<file path="src/rtl/frac_rate_ctrl.sv">
// Fractional-rate selection controller: resynchronises detector levels, samples once per window, and debounces into frac_sel/rate_locked.
// Optional hunt mode (toggle frac_sel after repeated empty windows in SEARCH) is enabled by defining FRAC_SEL_HUNT_EN.
module frac_rate_ctrl #(
  parameter int unsigned pwin       = 148500,
  parameter int unsigned pconfirm   = 3,
  parameter int unsigned pmiss      = 2,
  parameter int unsigned ptimeout   = 8,
  parameter bit          pfrac_init = 1'b0
) (
  input  logic       ref_clk,
  input  logic       rstn,
  input  logic       ce,
  input  logic       det_frac_intn,
  input  logic       det_out_valid,
  output logic       frac_sel,
  output logic       rate_locked,
  output logic       rate_chg,
  output logic       win_tick,
  output logic [1:0] state
);

  localparam int unsigned WIN_W = 18;
  localparam int unsigned AGR_W = 4;
  localparam int unsigned MIS_W = 4;
  localparam int unsigned TO_W  = 8;

  localparam logic [WIN_W-1:0] WIN_LAST  = WIN_W'(pwin - 1);
  localparam logic [AGR_W-1:0] CONFIRM_N = AGR_W'(pconfirm);
  localparam logic [MIS_W-1:0] MISS_N    = MIS_W'(pmiss);
  localparam logic [TO_W-1:0]  TO_LIMIT  = TO_W'(ptimeout);

  typedef enum logic [1:0] {
    ST_SEARCH  = 2'd0,
    ST_CONFIRM = 2'd1,
    ST_LOCKED  = 2'd2,
    ST_ILLEGAL = 2'd3
  } state_t;

  logic [1:0]       r_frac_sync;
  logic [1:0]       r_valid_sync;
  logic [WIN_W-1:0] r_win_cnt;
  state_t           r_state;
  logic             r_cand;
  logic [AGR_W-1:0] r_agree;
  logic [MIS_W-1:0] r_miss;
  logic [TO_W-1:0]  r_to_cnt;
  logic             r_frac_sel;
  logic             r_rate_locked;
  logic             r_rate_chg;
  logic             r_win_tick;

  logic             w_s_frac;
  logic             w_s_valid;
  logic             w_tick;
  state_t           w_state_nxt;
  logic             w_cand_nxt;
  logic [AGR_W-1:0] w_agree_nxt;
  logic [MIS_W-1:0] w_miss_nxt;
  logic [TO_W-1:0]  w_to_nxt;
  logic             w_frac_nxt;
  logic             w_chg_nxt;

  // Two-flop synchronisers; free-running so the sampled level is always fresh
  always_ff @(posedge ref_clk or negedge rstn) begin
    if (!rstn) begin
      r_frac_sync  <= 2'b00;
      r_valid_sync <= 2'b00;
    end else begin
      r_frac_sync  <= {r_frac_sync[0], det_frac_intn};
      r_valid_sync <= {r_valid_sync[0], det_out_valid};
    end
  end

  assign w_s_frac  = r_frac_sync[1];
  assign w_s_valid = r_valid_sync[1];

  // Measurement window; the sample point is the last enabled cycle of each window
  assign w_tick = ce && (r_win_cnt == WIN_LAST);

  always_ff @(posedge ref_clk or negedge rstn) begin
    if (!rstn) begin
      r_win_cnt <= '0;
    end else if (ce) begin
      r_win_cnt <= w_tick ? '0 : r_win_cnt + WIN_W'(1);
    end
  end

  // FSM state and datapath registers
  always_ff @(posedge ref_clk or negedge rstn) begin
    if (!rstn) begin
      r_state       <= ST_SEARCH;
      r_cand        <= 1'b0;
      r_agree       <= '0;
      r_miss        <= '0;
      r_to_cnt      <= '0;
      r_frac_sel    <= pfrac_init;
      r_rate_locked <= 1'b0;
      r_rate_chg    <= 1'b0;
      r_win_tick    <= 1'b0;
    end else begin
      r_state       <= w_state_nxt;
      r_cand        <= w_cand_nxt;
      r_agree       <= w_agree_nxt;
      r_miss        <= w_miss_nxt;
      r_to_cnt      <= w_to_nxt;
      r_frac_sel    <= w_frac_nxt;
      r_rate_locked <= (w_state_nxt == ST_LOCKED);
      r_rate_chg    <= w_chg_nxt;
      r_win_tick    <= w_tick;
    end
  end

  // Next-state logic; every decision is qualified by w_tick, which already includes ce
  always_comb begin
    w_state_nxt = r_state;
    w_cand_nxt  = r_cand;
    w_agree_nxt = r_agree;
    w_miss_nxt  = r_miss;
    w_to_nxt    = r_to_cnt;
    w_frac_nxt  = r_frac_sel;
    w_chg_nxt   = 1'b0;

    case (r_state)
      ST_SEARCH: begin
        if (w_tick) begin
          if (w_s_valid) begin
            w_cand_nxt  = w_s_frac;
            w_agree_nxt = AGR_W'(1);
            w_to_nxt    = '0;
            w_state_nxt = ST_CONFIRM;
          end else begin
`ifdef FRAC_SEL_HUNT_EN
            if ((r_to_cnt + TO_W'(1)) == TO_LIMIT) begin
              w_frac_nxt = ~r_frac_sel;
              w_chg_nxt  = 1'b1;
              w_to_nxt   = '0;
            end else begin
              w_to_nxt = r_to_cnt + TO_W'(1);
            end
`else
            w_to_nxt = (r_to_cnt >= TO_LIMIT) ? r_to_cnt : r_to_cnt + TO_W'(1);
`endif
          end
        end
      end

      ST_CONFIRM: begin
        if (w_tick) begin
          if (!w_s_valid) begin
            w_agree_nxt = '0;
            w_state_nxt = ST_SEARCH;
          end else if (w_s_frac != r_cand) begin
            w_cand_nxt  = w_s_frac;
            w_agree_nxt = AGR_W'(1);
          end else if ((r_agree + AGR_W'(1)) == CONFIRM_N) begin
            w_agree_nxt = '0;
            w_miss_nxt  = '0;
            w_frac_nxt  = r_cand;
            w_chg_nxt   = (r_cand != r_frac_sel);
            w_state_nxt = ST_LOCKED;
          end else begin
            w_agree_nxt = r_agree + AGR_W'(1);
          end
        end
      end

      ST_LOCKED: begin
        if (w_tick) begin
          if (w_s_valid && (w_s_frac == r_frac_sel)) begin
            w_miss_nxt = '0;
          end else if ((r_miss + MIS_W'(1)) == MISS_N) begin
            w_miss_nxt  = '0;
            w_to_nxt    = '0;
            w_state_nxt = ST_SEARCH;
          end else begin
            w_miss_nxt = r_miss + MIS_W'(1);
          end
        end
      end

      default: begin
        w_state_nxt = ST_SEARCH;
      end
    endcase
  end

  assign frac_sel    = r_frac_sel;
  assign rate_locked = r_rate_locked;
  assign rate_chg    = r_rate_chg;
  assign win_tick    = r_win_tick;
  assign state       = r_state;

endmodule

</file>
<file path="config.mk">
export PLATFORM = sky130hd
export DESIGN_NAME = frac_rate_ctrl
export DESIGN_NICKNAME = d
export VERILOG_FILES = /design/src/rtl/frac_rate_ctrl.sv
export SDC_FILE = /design/constraint.sdc
export NUM_CORES = 1
export LEC_CHECK = 0
export ABC_AREA = 1
export BUFFER_PORTS_ARGS = -buffer_cell sky130_fd_sc_hd__buf_4
export CAP_MARGIN = 30
export CORE_ASPECT_RATIO = 2
export CORE_UTILIZATION = 55
export CTS_CLUSTER_SIZE = 24
export DETAILED_ROUTE_END_ITERATION = 12
export PLACE_DENSITY = 0.76
export SETUP_SLACK_MARGIN = 0.3
export SYNTH_ARGS = -nofsm -noshare
export SYNTH_HDL_FRONTEND = slang
export SYNTH_SLANG_ARGS = --single-unit
</file>
<file path="constraint.sdc">
create_clock -name ref_clk -period 1.4 [get_ports ref_clk]
set_input_delay 0.14 -clock ref_clk [delete_from_list [all_inputs] [get_ports ref_clk]]
set_output_delay 0.14 -clock ref_clk [all_outputs]
set_load 0.1 [all_outputs]
</file>
# Yosys cells after proc, flatten, opt, wreduce, memory -nomap -nowiden
# Index checks and enable logic that the tools add are counted.
[word_totals] out_inout_bits=6 ff_bits=37 mem_bits_ro=0 in_bits=5 mem_bits_rw=0 word_cells=78 latchBits=0 n_memories=0
[classes] n_shift=0 n_div=0 n_addsub=3 muxes=37 n_eq_ne=17 bitwise=1 n_reduce_logical=9 multipliers=0 n_lt_le_gt_ge=0
[ops] cell="4-bit 2-to-1 mux" count=13
[ops] cell="18-bit by 1-bit adder with 18-bit output, second input constant" count=1
[ops] cell="18-bit equality test, second input constant" count=1
[ops] cell="18-bit 2-to-1 mux" count=1
[ops] cell="2-bit 2-to-1 mux" count=9
[ops] cell="2-bit != test, second input constant" count=8
[ops] cell="4-bit one-hot mux with 2 select lines" count=2
[ops] cell="6-bit AND reduction" count=2
[ops] cell="1-bit 2-to-1 mux" count=10
[ops] cell="4-bit by 1-bit adder with 4-bit output, second input constant" count=2
[ops] cell="4-bit by 2-bit equality test with 1-bit output, second input constant" count=2
[ops] cell="2-bit one-hot mux with 3 select lines" count=1
[ops] cell="5-bit AND reduction" count=1
[ops] cell="2-bit equality test, second input constant" count=2
[ops] cell="4-bit AND reduction" count=1
[ops] cell="2-bit nonzero test" count=2
[ops] cell="2-bit by 1-bit equality test with 1-bit output, second input constant" count=1
[ops] cell="1-bit logical AND" count=2
[ops] cell="2-bit logical NOT" count=1
[ops] cell="1-bit != test" count=2
[ops] cell="1-bit one-hot mux with 2 select lines" count=1
[ops] cell="1-bit equality test" count=1
[ops] cell="1-bit inverter" count=1

# Logic depth before layout (Yosys ltp)
# Gate-level depths: netlist of the first run.
[depth] depth_word=8 depth_mapped=10 depth_no_buf=10

# Least setup slack after synthesis of the first run
# No wires, ideal clock.
[synth_timing] path_kind="reg2reg" startpoint="reg r_state[1] (netlist: state[1])" endpoint="reg r_miss[0]" setup_slack_ns=-0.545 n_path_buf=0 stages_incl_launch_ff=10 t_arrival_ns=1.827 setup_time_ns=0.118 required_ns=1.282 synth_period_minus_slack_ns=1.945 path_cell_list="dfrtp_1 inv_1 nand2_1 inv_1 o21ai_0 inv_1 nor2_4 nand2_1 nand2_1 nand2_1"
[synth_between] elab_chain_cells=3 word_cells_on_any_way=10 cone_classes="7 x eq/ne; 1 x mux; 2 x reduce/logical"
[synth_rtl] element="start, declared" line_no="42" rtl="state_t r_state;"
[synth_rtl] element="start signal, assigned" line_no="101" rtl="r_state <= w_state_nxt;"
[synth_rtl] element="2-bit by 1-bit equality test with 1-bit output / 2-bit equality test (equally long branches)" line_no="123" rtl="case (r_state)"
[synth_rtl] element="2-bit != test (no line) / 2-bit nonzero test (equally long branches)"
[synth_rtl] element="6-bit AND reduction (no line)"
[synth_rtl] element="end signal, assigned" line_no="104" rtl="r_miss <= w_miss_nxt;"
[synth_rtl] element="end, declared" line_no="45" rtl="logic [MIS_W-1:0] r_miss;"
# Parallel ways exist; a longest one is shown, timed or not.
# A chain may end at the register's enable or synchronous reset.

# Worst setup path after layout of the first run
[layout_timing] startpoint="reg r_win_cnt[9]" endpoint="reg r_frac_sel (netlist: frac_sel)"
[layout_between] elab_chain_cells=3
[layout_rtl] element="start, declared" line_no="41" rtl="logic [WIN_W-1:0] r_win_cnt;"
[layout_rtl] element="start signal, assigned" line_no="84" rtl="r_win_cnt <= w_tick ? '0 : r_win_cnt + WIN_W'(1);"
[layout_rtl] element="18-bit equality test" line_no="78" rtl="assign w_tick = ce && (r_win_cnt == WIN_LAST);"
[layout_rtl] element="1-bit logical AND" line_no="78"
[layout_rtl] element="via w_tick" line_no="54" rtl="logic w_tick;"
[layout_rtl] element="5-bit AND reduction (no line)"
[layout_rtl] element="end signal, assigned" line_no="96" rtl="r_frac_sel <= pfrac_init;"
[layout_rtl] element="end signal, assigned" line_no="106" rtl="r_frac_sel <= w_frac_nxt;"
[layout_rtl] element="end, declared" line_no="47" rtl="logic r_frac_sel;"
# The timed path passes the listed nets, and every way through them passes these cells.

==> results of run 1 <==
power by group through the flow:
stage          logic (W)  clock network, W  registers, W
2_1_floorplan   0.000384                 0       0.00129
3_3_place_gp    0.000762                 0       0.00126
3_5_place_dp    0.000785                 0       0.00126
4_1_cts         0.000930          0.000786       0.00126
5_1_grt          0.00133          0.000826       0.00130
6_report         0.00127          0.000780       0.00129
per-layer routing:
layer | global-route usage (%) | vias up | routed length, um
met1 | 34.7 | 1220 | 2890
li1 | - | 1113 | -
met2 | 60.0 | 138 | 4550
met5 | 0 | - | 0
met4 | 17.9 | 0 | 529
met3 | 4.53 | 51 | 441
cells by family (layout without fill, tap and decap cells):
family	count (synthesis)	in the layout	share of synthesized area [%]
buffers and inverters	50	134	9.39
adder cells (fa/ha/maj)	5	5	2.83
flip-flops	37	37	41.9
XOR/XNOR	3	3	1.19
AND/OR/NAND/NOR	170	170	37.0
AO/OA/AOI/OAI	31	31	7.75
layout by cell type (no fill, tap or decap), types with 2 or more instances in the layout:
cell           instances
o21ai_1                8
inv_2                  9
nand2_4                5
buf_4                 48
nand3_2               13
a21oi_1                7
dfrtp_4                3
nor2_4                16
nor3_2                 2
nor3_4                 3
nor2_2                13
ha_1                   3
buf_6                 27
nand3_4                5
nor3_1                 2
nand2_8                2
inv_1                 33
dfrtp_2                2
clkbuf_8               6
nor2_1                27
nand4_1                9
dfrtp_1               32
dlygate4sd3_1          3
o21ai_2                6
nand2_1               42
inv_4                  3
buf_12                 3
nand2_2               18
a21oi_2                5
xor2_1                 2
nand3_1               10
synthesized netlist by cell type, drive strengths merged, types with 2 or more instances:
cell | number | area [um2]
xor2 | 2 | 17.5
dfrtp | 37 | 926
nand2 | 67 | 259
nor3 | 7 | 55.1
nand3 | 28 | 168
buf | 4 | 35.0
nand4 | 9 | 56.3
ha | 5 | 62.6
inv | 44 | 165
a21oi | 12 | 60.1
o21ai | 15 | 78.8
clkinv | 2 | 7.51
nor2 | 56 | 253
worst max-delay path by stage:
stage | start | endpoint | slack [ns] | cells after the start
floorplan | state[1] | frac_sel | -0.03 | 7
global placement | r_agree[0] | frac_sel | -0.06 | 8
detailed placement | r_agree[0] | frac_sel | -0.11 | 8
CTS | r_win_cnt[1] | r_win_cnt[12] | -0.05 | 7
global route | r_win_cnt[8] | frac_sel | -0.28 | 8
finish | r_win_cnt[9] | frac_sel | -0.19 | 8
area by class of cell:
| cell class | instances | area [um2] |
|---|---|---|
| sequential | 37 | 940 |
| inverter | 46 | 185 |
| multi-input combinational | 209 | 1490 |
| tap | 51 | 63.8 |
| fill | 162 | 329 |
| clock buffer | 7 | 86.3 |
| timing repair buffer | 81 | 754 |
flip-flops by register name (all words and copies together), names as in the netlist:
signal,count
r_valid_sync,2
rate_locked,1
state,2
r_agree,4
win_tick,1
r_cand,1
r_win_cnt,18
frac_sel,1
r_miss,4
rate_chg,1
r_frac_sync,2
repair_timing:
action | CTS | global route
endpoints found under the setup margin | 36 | 36
hold buffers | 3 | 0
setup buffers | 4 | 16
gates resized for setup | 66 | 65
pin swaps | 36 | 37
endpoints found under the hold margin | 39 | 0
through the flow:
step                      setup WS, ns  std cells  TNS (ns)  utilization (%)  hold slack, ns
after global routing            -0.280        431     -4.51             91.4           0.179
after floorplan                -0.0282        296    -0.148                -          -0.156
after global placement         -0.0570        401    -0.169             72.0           0.126
after detailed placement        -0.106        401    -0.676             72.0           0.136
final                           -0.186        431     -2.80             91.4           0.176
after CTS                      -0.0483        415    -0.368             81.8           0.116
==> flow_metrics.py, run 1 <==
metrics = {
    "critical_path": {
        "cp-end-kind": "register",
        "r2r-start": "r_win_cnt[9]",
        "cpMaxStageDelayCell": "dfrtp_1",
        "timing.rr.end": "frac_sel",
        "critPathBufInv": 2,
        "r2r_cells": 8,
        "worst_setup_path_start_kind": "register",
        "worstPathArrival_ns": 1.78,
        "worstPathMaxFanout": 6,
        "slowest_delay_ns": 0.43,
        "worst-endpoint-required_ns": 1.60,
        "path_delay_family": "simple AND/OR/NAND/NOR gates",
        "path_class": "reg -> reg",
        "crit_chain": "nor2_2, nand3_2, nor2_4, nand3_4, inv_2, buf_6, nand3_1, o21ai_1",
        "r2r_slack_ns": -0.19,
    },
    "placed_design": {
        "io_buffers": 10,
        "gp_congestion": 0.901,
        "placed_area_mm2": 0.00277,
        "hpwlAfterDp_um": 4320,
    },
    "floorplan": {
        "die_area_mm2": 0.00429,
        "start_util_pct": 57.5,
        "io_pins": 11,
        "die_h_um": 91.7,
        "core_mm2": 0.00384,
        "fp-row-count": 32,
        "die_x_um": 46.8,
    },
    "finish": {
        "nNetsFinal": 390,
        "num_antenna_cells": 0,
        "drive_above_1_share_pct": 51.6,
        "post-route-cell-area_mm2": 0.00351,
        "area_growth_pct": 59.0,
    },
    "sta": {
        "timing.final.crit_share_pct": 113,
        "slew_violations": 0,
        "rsz0062_at_grt": "yes",
        "finalHoldViolCount": 0,
        "tightest_slew_ns": 0.493,
        "skew_ns": 0.0108,
        "slew_headroom_pct": 67.2,
        "period_needed_ns": 1.59,
        "fin_ws_ns": -0.186,
        "setup_viol": 29,
        "fmax_mhz": 630,
    },
    "routing": {
        "vias": 2522,
        "drc": 0,
        "wirelength_um": 8410,
        "first_pass_iters": 4,
        "avgViaCountPerCell": 5.85,
        "avgRoutedWirePerCell_um": 19.5,
        "drtAntennaViolNets": 0,
        "drt_first_iter_violations": 160,
    },
    "power_and_ir_drop": {
        "total_power_w": 0.00334,
        "ir_worst_vdd_mv": 1.08,
        "internal_power_w": 0.00214,
        "p_sw_w": 0.00120,
        "p_sw_share_pct": 35.9,
        "power_density_mw_per_mm2": 949,
        "clkPwrFrac_pct": 23.4,
        "p_comb_share_pct": 37.9,
        "p_leak_nw": 1.61,
        "pwr-share-seq_pct": 38.7,
    },
    "synth": {
        "synth-edff-count": 0,
        "ys_seq_elements": 37,
        "synthArstFlopShare_pct": 100,
        "synth_cell_types": 32,
        "syn_area_per_cell_um2": 7.47,
        "ys_seq_area_share_pct": 41.9,
        "synth_area_mm2": 0.00221,
        "synthCells": 296,
        "yosysWarnings": 0,
        "synth_nets": 306,
        "ys.flop_type": "dfrtp_1",
    },
    "hold_path": {
        "holdPathEnd": "r_win_cnt[0]",
        "holdPathStages": 2,
        "hold_class": "in -> reg",
        "holdCritStartpoint": "ce",
    },
    "cts": {
        "cts_sinks": 37,
        "insertion_delay_ns": 0.30,
        "cts_root_buf": "clkbuf_8",
        "clock_path_buffers": 2,
        "clk_pin_slew_ns": 0.08,
        "cts_tree": "built",
        "htree_levels": 2,
        "cts_buffers": 5,
    },
    "grt": {
        "grt_pass1_vias": 2366,
        "antenna_found_initial": 0,
        "grt_usage_pct": 33.6,
        "grt_pass1_wl_um": 10400,
        "grt_max_degree": 38,
        "gr-total-overflow": 0,
    },
    "outcome": {
        "status": "finished with violations",
        "violations": "negative setup slack",
    },
    "flow_run": {
        "maxCapViolCount": 0,
    },
}
Power figures use the tool's default switching activity.
==> inputs of run 2 (changes only) <==
--- a/config.mk
+++ b/config.mk
@@ -5,14 +5,15 @@
 export SDC_FILE = /design/constraint.sdc
 export NUM_CORES = 1
 export LEC_CHECK = 0
-export ABC_AREA = 1
+export ABC_AREA = 0
 export BUFFER_PORTS_ARGS = -buffer_cell sky130_fd_sc_hd__buf_4
 export CAP_MARGIN = 30
 export CORE_ASPECT_RATIO = 2
-export CORE_UTILIZATION = 55
+export CORE_UTILIZATION = 54
 export CTS_CLUSTER_SIZE = 24
 export DETAILED_ROUTE_END_ITERATION = 12
-export PLACE_DENSITY = 0.76
+export MAX_ROUTING_LAYER = met4
+export PLACE_DENSITY = 0.75
 export SETUP_SLACK_MARGIN = 0.3
 export SYNTH_ARGS = -nofsm -noshare
 export SYNTH_HDL_FRONTEND = slang
==> run 2 against run 1 <==
The run still ends with negative setup slack left; highest routed layer unchanged; synthesized area down 15%; worst hold slack got worse by 0.054 ns; sequential share of layout area up 6.0 points; first-iteration DRC count shrank 46%; setup slack worse by 0.32 ns; total power fell by 6.2%; via count fell by 32%; critical path depth fell by 2; clock skew about the same; largest power group unchanged; largest cell class unchanged; non-clock buffer count shrank 13.
==> flow_metrics.py, run 2 <==
metrics = {
    "sta": {
        "slew_headroom_pct": 68.5,
        "fmax_mhz": 526,
        "timing.final.crit_share_pct": 136,
        "skew_ns": 0.0105,
        "setup_viol": 29,
        "rsz0062_at_grt": "yes",
        "fin_ws_ns": -0.502,
        "tightest_slew_ns": 0.473,
        "finalHoldViolCount": 0,
        "tns_ns": -9.21,
        "slew_violations": 0,
        "period_needed_ns": 1.90,
        "hold_slack_ns": 0.122,
    },
    "floorplan": {
        "io_pins": 11,
        "die_h_um": 85.6,
        "core_mm2": 0.00338,
        "fp-row-count": 30,
        "die_area_mm2": 0.00375,
        "die_x_um": 43.8,
        "start_util_pct": 55.8,
    },
    "critical_path": {
        "cp-end-kind": "register",
        "worstPathMaxFanout": 7,
        "path_class": "reg -> reg",
        "worst_setup_path_start_kind": "register",
        "worst-endpoint-required_ns": 1.59,
        "worstPathArrival_ns": 2.09,
    },
    "routing": {
        "first_pass_iters": 4,
        "wirelength_um": 5960,
        "drt_first_iter_violations": 86,
        "avgRoutedWirePerCell_um": 21.1,
        "drc": 0,
        "drtAntennaViolNets": 0,
        "avgViaCountPerCell": 6.11,
        "vias": 1722,
    },
    "synth": {
        "yosysWarnings": 0,
        "syn_area_per_cell_um2": 10.6,
        "synth_area_leaders": "dfrtp_1, xnor2_1, xor2_1",
        "synthArstFlopShare_pct": 100,
        "ys_seq_elements": 37,
        "yosys.area_share.simple_pct": 23.5,
        "synthCells": 178,
        "synth_cell_types": 39,
        "synth_top_family_by_area": "simple AND/OR/NAND/NOR gates",
        "ys.flop_type": "dfrtp_1",
        "synth_area_mm2": 0.00189,
        "synth_top_cells_by_count": "dfrtp_1, nand2_1, nand3_1",
        "synth_nets": 188,
        "synth_top_area_share_pct": 49.1,
        "synth_adder_area_share_pct": 3.32,
        "synthXorXnorAreaFrac_pct": 8.36,
        "yosysMostFrequentCell": "dfrtp_1",
        "ys_seq_area_share_pct": 49.1,
        "synth_compound_area_share_pct": 7.63,
        "synthMuxAreaShare_pct": 5.04,
        "synth_area_leader_cell": "dfrtp_1",
        "synth-edff-count": 0,
    },
    "placed_design": {
        "io_buffers": 10,
        "hpwlAfterDp_um": 3520,
        "place_inst": 259,
        "gp_congestion": 0.867,
    },
    "grt": {
        "grt_usage_pct": 33.2,
        "grt_max_degree": 38,
        "grt_pass1_wl_um": 8640,
        "gr-total-overflow": 0,
        "antenna_found_initial": 0,
        "grt_pass1_vias": 1873,
    },
    "finish": {
        "drive_above_1_share_pct": 48.0,
        "nNetsFinal": 259,
        "final_cells": 282,
        "layout_common_cells": "buf_4, dfrtp_1, nand2_1",
        "num_antenna_cells": 0,
        "final_common_cell": "buf_4",
        "largest-register": "r_win_cnt",
        "largestRegisters": "r_win_cnt x18, r_agree x4, r_miss x4",
        "largest_reg_flops": 18,
        "area_growth_pct": 51.0,
    },
    "flow_run": {
        "maxCapViolCount": 0,
    },
    "power_and_ir_drop": {
        "total_power_w": 0.00313,
        "power_density_mw_per_mm2": 1100,
        "ir_worst_vdd_mv": 0.888,
        "p_leak_nw": 1.33,
    },
    "cts": {
        "cts_buffers": 5,
        "clock_path_buffers": 2,
        "cts_root_buf": "clkbuf_8",
        "cts_tree": "built",
        "insertion_delay_ns": 0.30,
        "clk_pin_slew_ns": 0.08,
        "htree_levels": 2,
        "cts_sinks": 37,
    },
    "hold_path": {
        "hold_class": "in -> reg",
    },
    "outcome": {
        "violations": "negative setup slack",
        "status": "finished with violations",
    },
}
run 2: changes by cell type in the layout (fill, tap and decap cells not counted), moves of 7 or more:
cell	previous run	this run
nor2_1	27	4
inv_1	33	6
xor2_1	2	9
nand2_2	18	1
nor2_2	13	6
xnor2_1	1	9
nand2_1	42	13
buf_6	27	12
o21ai_1	8	1
inv_2	9	0
nor2_4	16	3
run 2: cell families after synthesis:
group	Yosys count
xor+xnor	18
mux	8
fa+ha+maj	5
flops	37
simple gates	80
buf+inv	10
compound gates	20
run 2: layer usage:
metal / track usage (%) / vias up / wire (um)
li1: - / 778 / -
met1: 29.8 / 889 / 2000
met2: 60.9 / 35 / 3600
met3: 5.89 / 20 / 106
met4: 19.0 / 0 / 256
met5: - / - / 0
run 2: worst paths after layout:
kind,cells past startpoint,start,to,slack (ns)
hold reg to reg,0,r_valid_sync[0],r_valid_sync[1],0.36
setup / recovery,6,r_win_cnt[5],r_agree[1],-0.50
hold / removal,2,ce,r_win_cnt[1],0.12
setup reg to reg,6,r_win_cnt[5],r_agree[1],-0.50
max in group asynchronous,2,rstn,state[0],0.70
min in group asynchronous,2,rstn,r_win_cnt[4],0.34
run 2: worst max-delay path: stages (launching register included):
cell      delay, ns
dfrtp_1        0.42
nor4b_2        0.31
nand3_1        0.15
nor3_2         0.25
buf_4          0.20
o211ai_1       0.16
mux2_2         0.31
run 2: what timing repair did:
| item | in CTS | in global routing |
|---|---|---|
| buffers inserted | 3 | 8 |
| cloned | 0 | 1 |
| resized for setup | 34 | 23 |
| hold endpoints to repair | 39 | 0 |
| setup endpoints to repair | 36 | 36 |
| pin swaps | 8 | 8 |
| hold buffers | 3 | 0 |
run 2: cell type report:
type	count	area, um2
clock inverter	3	68.8
timing repair buffer	68	631
multi-input combinational	131	1080
fill	167	531
tap	32	40.0
inverter	6	22.5
sequential	37	932
clock buffer	5	68.8
run 2: power breakdown:
group          switching, W  total (W)  internal [W]
sequential        0.0000794    0.00125       0.00117
clock              0.000421    0.00114      0.000717
combinational      0.000352   0.000745      0.000392
total              0.000853    0.00313       0.00228
run 2: through the flow:
stage	area [um2]	worst slack [ns]	utilization (%)
CTS	2670	-0.429	78.9
floorplan	1930	-0.372	-
finish	2850	-0.502	84.3
global route	2850	-0.579	84.3
global placement	2320	-0.411	68.8
detailed placement	2320	-0.547	68.8
